===== src/rtl/store_monitor.sv =====
// Store-bus monitor: logs memory-stage stores into a show-ahead FIFO,
// detects the tohost completion write and runs a hang watchdog.
module store_monitor #(
    parameter int unsigned DEPTH       = 8,
    parameter logic [31:0] TOHOST_ADDR = 32'h0000_00FC,
    parameter int unsigned TIMEOUT     = 1000
) (
    input  logic        clk,
    input  logic        rst,
    input  logic        mem_write,
    input  logic [31:0] data_addr_m,
    input  logic [31:0] write_data_m,
    output logic        log_valid,
    input  logic        log_ready,
    output logic [31:0] log_addr,
    output logic [31:0] log_data,
    output logic [31:0] store_count,
    output logic [15:0] drop_count,
    output logic        done,
    output logic        pass,
    output logic [30:0] fail_code,
    output logic        timeout
);

    localparam int unsigned AW = $clog2(DEPTH);
    localparam int unsigned WW = $clog2(TIMEOUT + 1);

    typedef enum logic [1:0] {S_RUN, S_PASS, S_FAIL, S_TIMEOUT} state_t;

    state_t      state;
    logic [31:0] mem_addr [DEPTH];
    logic [31:0] mem_data [DEPTH];
    logic [AW:0] wr_ptr, rd_ptr, wr_ptr_n, rd_ptr_n;
    logic [WW-1:0] wd;

    logic push, pop, full, do_write, tohost, head_bypass, wd_hit;

    always_comb begin
        push        = mem_write && (state == S_RUN);
        pop         = log_valid && log_ready;
        full        = (wr_ptr[AW] != rd_ptr[AW]) && (wr_ptr[AW-1:0] == rd_ptr[AW-1:0]);
        do_write    = push && (!full || pop);
        wr_ptr_n    = wr_ptr + {{AW{1'b0}}, do_write};
        rd_ptr_n    = rd_ptr + {{AW{1'b0}}, pop};
        tohost      = push && (data_addr_m == TOHOST_ADDR) && write_data_m[0];
        // The entry being written lands at the new head only when the FIFO
        // would otherwise be empty next cycle, so forward it directly.
        head_bypass = do_write && (wr_ptr[AW-1:0] == rd_ptr_n[AW-1:0]);
        wd_hit      = (wd == WW'(TIMEOUT - 1));
    end

    always_ff @(posedge clk) begin
        if (do_write) begin
            mem_addr[wr_ptr[AW-1:0]] <= data_addr_m;
            mem_data[wr_ptr[AW-1:0]] <= write_data_m;
        end
    end

    always_ff @(posedge clk) begin
        if (!rst) begin
            wr_ptr      <= '0;
            rd_ptr      <= '0;
            log_valid   <= 1'b0;
            log_addr    <= '0;
            log_data    <= '0;
            store_count <= '0;
            drop_count  <= '0;
        end else begin
            wr_ptr    <= wr_ptr_n;
            rd_ptr    <= rd_ptr_n;
            log_valid <= (wr_ptr_n != rd_ptr_n);
            log_addr  <= head_bypass ? data_addr_m  : mem_addr[rd_ptr_n[AW-1:0]];
            log_data  <= head_bypass ? write_data_m : mem_data[rd_ptr_n[AW-1:0]];
            if (push) begin
                store_count <= store_count + 32'd1;
                if (!do_write && (drop_count != '1))
                    drop_count <= drop_count + 16'd1;
            end
        end
    end

    always_ff @(posedge clk) begin
        if (!rst) begin
            state     <= S_RUN;
            wd        <= '0;
            done      <= 1'b0;
            pass      <= 1'b0;
            fail_code <= '0;
            timeout   <= 1'b0;
        end else begin
            case (state)
                S_RUN: begin
                    wd <= wd + 1'b1;
                    if (tohost) begin
                        done <= 1'b1;
                        if (write_data_m == 32'd1) begin
                            state <= S_PASS;
                            pass  <= 1'b1;
                        end else begin
                            state     <= S_FAIL;
                            fail_code <= write_data_m[31:1];
                        end
                    end else if (wd_hit) begin
                        state   <= S_TIMEOUT;
                        done    <= 1'b1;
                        timeout <= 1'b1;
                    end
                end
                default: state <= state;
            endcase
        end
    end

endmodule


===== config.mk =====
export PLATFORM = sky130hd
export DESIGN_NAME = store_monitor
export DESIGN_NICKNAME = d
export VERILOG_FILES = /design/src/rtl/store_monitor.sv
export SDC_FILE = /design/constraint.sdc
export NUM_CORES = 1
export LEC_CHECK = 0
export BUFFER_PORTS_ARGS = -buffer_cell sky130_fd_sc_hd__buf_2
export CAP_MARGIN = 5
export CORE_MARGIN = 2
export CORE_UTILIZATION = 55
export CTS_CLUSTER_SIZE = 8
export DETAILED_ROUTE_END_ITERATION = 6
export GPL_ROUTABILITY_DRIVEN = 0
export PLACE_DENSITY_LB_ADDON = 0.08
export SLEW_MARGIN = 25
export SYNTH_ARGS = -nofsm -noshare
export SYNTH_HDL_FRONTEND = slang
export SYNTH_SLANG_ARGS = --single-unit
export TNS_END_PERCENT = 100

===== constraint.sdc =====
create_clock -name clk -period 9.7 [get_ports clk]
set_clock_uncertainty 0.1 [all_clocks]
set_input_delay 0 -clock clk [delete_from_list [all_inputs] [get_ports clk]]
set_output_delay 0 -clock clk [all_outputs]
set_load 0.02 [all_outputs]

==> summary.md <==
The flow ran to the end, and the final reports show no timing, DRC or antenna violations. For the worst setup path, the data arrival time is 4.33 ns. The tools report the via count of the first global-routing pass as 15.5k. In this run the worst path has a maximum fanout of 64.

Summing all flip-flop and latch instances after layout gives 18700 sq um. The floorplan step defined a core boundary enclosing 46400 sq um. sky130_fd_sc_hd__edfxtp_1 is the most common cell in the netlist. The number of routed nets with antenna violations is 0. Number of I/O pins: 215.

Synthesis produced a netlist whose cell count is 1655. Registers are responsible for 46.0% of the overall power. The first global-routing pass estimated 88500 microns of wire. The number of buffers and inverters on the critical path is 3. The repair_antennas step left the layout with diodes totalling 0. In this run the register-to-register setup slack is 5.75 ns. The worst hold path was traced through 2 stages.

The tools report the number of standard cells in the final layout excluding fillers as 2639. The tools report the clock root buffer master as sky130_fd_sc_hd__clkbuf_16. The post-CTS resize count is 0. The peak per-stage delay on the critical path was 0.86 ns.

Counting flops and latches in the post-synthesis netlist gives 679. The chip width works out to 220 microns. Clock tree synthesis found a total of 679 sinks.

Setup slack closes at 5.75 ns. The run gives 94 as the total clock buffers created by CTS. By instance count, the cell type seen most on the critical path is sky130_fd_sc_hd__buf_4. Detailed placement ended at an HPWL of 30800 microns.

The ratio of cells with drive above 1 in the final layout is 21.2%, and the slew of the pin with the lowest slew margin is 1.05 ns. The tools report the post-synthesis instance area as 25800 sq um. The total number of vias is 15.2k. For this configuration, the core starts out at a cell density of 55.6%. The logs give 72.6% for the sequential-to-total area share from yosys stat and 0 for the number of antenna violations at the first check in global routing. Net switching is 24.2% of the power. The total number of yosys warnings is 0, and the met2 track demand over resource is 39.5%.

For the floorplan die area, the log shows 48600 sq um. Number of library cell types mapped by synthesis: 48. Across the VDD grid, the largest voltage drop is 150 uV. Global route total overflow: 0. Setup repair after global routing left no endpoint under its margin.

The final period demand of the worst path was 3.95 ns. The tools report the total count of max-transition violations in the final report as 0. Overall power consumption after layout is estimated at 7.19 mW. The post-CTS clock slew at the launch and capture registers of the worst setup and hold paths works out to 0.05 ns. The leakage power summed over all cells is 10.4 nW.

The slowest stage of the critical path belongs to the cell sky130_fd_sc_hd__ha_4. The CTS H-tree depth was 3; the total power density per cell area was 232 nW/um^2. The total negative slack was 0 ns; the share of flip-flops with an asynchronous set or reset after synthesis was 0%. The tools report the endpoint kind of the worst setup timing path as a flop.

The internal power of the cells totals 5.45 mW. Summed over all layers, the routed wires come to 58000 microns. The critical path depth is 10, and the achievable frequency is 253 MHz.

The area growth from synthesis to layout is 20.2%. Global routing consumed, on the met3 layer, 4.59% of the routing resources. Max-cap violations in this run came to 0. The run gives 24.2% as the global-route usage over all layers. The tools report the number of nets produced by synthesis as 1730.

Family of cells with the greatest summed delay on the critical path: buffers and inverters. The maximum buffer depth of the clock tree is 3. Entering global routing, the biggest net connects 133 pins. In this run the power spent charging and discharging nets is 1.74 mW. In this run, synthesis inferred 512 flip-flops with an integrated enable. The start-to-end type of the worst setup path is flop to flop.

After layout, the worst path uses 40.7% of the clock period. Yosys attributes the largest share of cell area to sky130_fd_sc_hd__edfxtp_1 (60%), sky130_fd_sc_hd__dfxtp_1 (13%), sky130_fd_sc_hd__mux4_2 (5.7%). The run gives 0 as the hold violation count in the final report. The path type of the worst min-delay path was input pin to flop. Summing all multi-input logic gate instances after layout gives 6680 sq um.

The fraction of met1 tracks used by global routing was 32.9%. TritonCTS built the clock tree. sky130_fd_sc_hd__edfxtp_1 takes more of the synthesized area than any other cell. In the routed layout, each cell is associated on average with a via count of 5.77. The top-area cell type share of the netlist area was 59.7%; the number of placement rows was 79.

Dividing the synthesized area by the synthesized cell count gives 15.6 sq um. The total setup violations reported at the end of the flow was 0; the combinational power share was 11.9%. The number of buffers added on ports is 214. The floorplan die height is 220 microns.

The relative max-transition margin is 29.7%, and the final core area utilization is 66.8%. For the number of nets in the layout, the log shows 2032. The commonest cells after synthesis are sky130_fd_sc_hd__edfxtp_1 (512), sky130_fd_sc_hd__dfxtp_1 (167), sky130_fd_sc_hd__a21oi_1 (143). The logs give 10.08 ns for the endpoint required time on the critical path and 0 for the post-route DRC violation count. The post-detailed-route wirelength per cell is 22.0 microns. The tools report the first-pass detailed-route iteration total as 5.

For this run, the leading register cell type out of synthesis is sky130_fd_sc_hd__edfxtp_1. Fill cells in the final layout number 3238. The depth of the most critical reg-to-reg path works out to 10. Walking the worst path, the cells encountered are and2_1 -> ha_4 -> buf_4 -> xnor2_1 -> nand3_1 -> a211o_4 -> buf_4 -> buf_16 -> o21ai_0 -> a21oi_1.

The global routing stage identified its most utilized layer as met2. After the first detailed-routing iteration, the DRC count stood at 1104. The worst setup path is launched from a flop.

Clock latency on the worst-skew pair, taken at its later pin, is 0.61 ns. The clock network accounts for 42.1% of the total power. The worst setup timing slack at the placement stage is 5.69 ns, and the instance count after placement with tap cells included is 2400.
## cells in the final DEF, fill, tap and decap left out, types with 3 or more instances in the layout
cell type                       count
sky130_fd_sc_hd__a21oi_1          143
sky130_fd_sc_hd__and2_1            10
sky130_fd_sc_hd__and3_1             4
sky130_fd_sc_hd__and4_1             6
sky130_fd_sc_hd__buf_2            213
sky130_fd_sc_hd__buf_4             22
sky130_fd_sc_hd__clkbuf_1          70
sky130_fd_sc_hd__clkbuf_16         99
sky130_fd_sc_hd__dfxtp_1          167
sky130_fd_sc_hd__dlygate4sd3_1     67
sky130_fd_sc_hd__edfxtp_1         512
sky130_fd_sc_hd__ha_1               5
sky130_fd_sc_hd__inv_1             10
sky130_fd_sc_hd__mux2i_1          133
sky130_fd_sc_hd__mux4_2            65
sky130_fd_sc_hd__nand2_1           67
sky130_fd_sc_hd__nand2b_1           6
sky130_fd_sc_hd__nand3_1           50
sky130_fd_sc_hd__nand4_1           12
sky130_fd_sc_hd__nor2_1            45
sky130_fd_sc_hd__nor2_4             3
sky130_fd_sc_hd__nor3_1            22
sky130_fd_sc_hd__nor3_2             5
sky130_fd_sc_hd__nor4_1            23
sky130_fd_sc_hd__nor4b_1            3
sky130_fd_sc_hd__o21ai_0           46
sky130_fd_sc_hd__o21ai_1           56
sky130_fd_sc_hd__o22ai_1           63
sky130_fd_sc_hd__o31ai_1            7
sky130_fd_sc_hd__or3_1              8
sky130_fd_sc_hd__or4_1              8
sky130_fd_sc_hd__xnor2_1           36
sky130_fd_sc_hd__xor2_1            14
## power by group through the flow
stage / Combinational [mW] / Clock, mW / Sequential (mW)
floorplan: 0.460 / 0 / 3.44
global placement: 0.824 / 0 / 3.36
detailed placement: 0.841 / 0 / 3.36
CTS: 0.866 / 3.09 / 3.31
global route: 0.929 / 3.22 / 3.31
finish: 0.857 / 3.03 / 3.31
## flip-flops by register name, indices dropped and copies added (netlist names)
signal and cells:
store_count 32, mem_data 256, log_valid 1, rd_ptr 4
wd 10, log_data 32, drop_count 16, pass 1
log_addr 32, mem_addr 256, wr_ptr 4, state 2
timeout 1, fail_code 31, done 1
## cell families after synthesis
kind of cell               after synthesis  synth area share [%]
adders and majority gates                7                 0.340
buffers and inverters                  111                  1.85
xor gates and xnor gates                51                  1.73
AOI/OAI and AO/OA                      321                  6.69
muxes                                  198                  10.8
and+or+nand+nor                        288                  5.90
DFF                                    679                  72.6
## through the flow
stage	hold slack [ns]	cell area, sq um
6_report	0.131	31000
4_1_cts	0.0973	30900
3_3_place_gp	0.197	27500
2_1_floorplan	-0.00113	25800
3_5_place_dp	0.215	27500
5_1_grt	0.132	31000
## layout make-up
type	count	share of cell area, %
Sequential cell	679	60.5
Multi-Input combinational cell	865	21.6
Clock buffer	169	8.85
Timing Repair Buffer	306	6.42
Tap cell	607	2.45
Inverter	11	0.133
Clock inverter	2	0.105
## what timing repair did
item | CTS | global route
hold buffers | 67 | 0
setup buffers | 0 | 0
endpoints found under the hold margin | 630 | 0
## worst reg2reg max path: stages, from the launching register on
cell                      delay, ns
sky130_fd_sc_hd__dfxtp_1       0.31
sky130_fd_sc_hd__and2_1        0.20
sky130_fd_sc_hd__ha_4          0.86
sky130_fd_sc_hd__buf_4         0.71
sky130_fd_sc_hd__xnor2_1       0.20
sky130_fd_sc_hd__nand3_1       0.11
sky130_fd_sc_hd__a211o_4       0.44
sky130_fd_sc_hd__buf_4         0.32
sky130_fd_sc_hd__buf_16        0.28
sky130_fd_sc_hd__o21ai_0       0.23
sky130_fd_sc_hd__a21oi_1       0.06
## worst paths after layout
check,start,endpoint
hold / removal,data_addr_m[25],mem_addr[4][25]
setup reg to reg,log_valid,log_data[30]
setup / recovery,log_valid,log_data[30]
hold reg to reg,fail_code[21],fail_code[21]
## per-layer routing
layer  vias to the layer above  wire [microns]  part of all wire, %
met1                      7643           25100                   43
met5                         -               0                    0
li1                       7078               -                    -
met3                        81            3210                  5.5
met2                       424           28400                   49
met4                         0            1220                  2.1
Power figures use the tool's default switching activity.
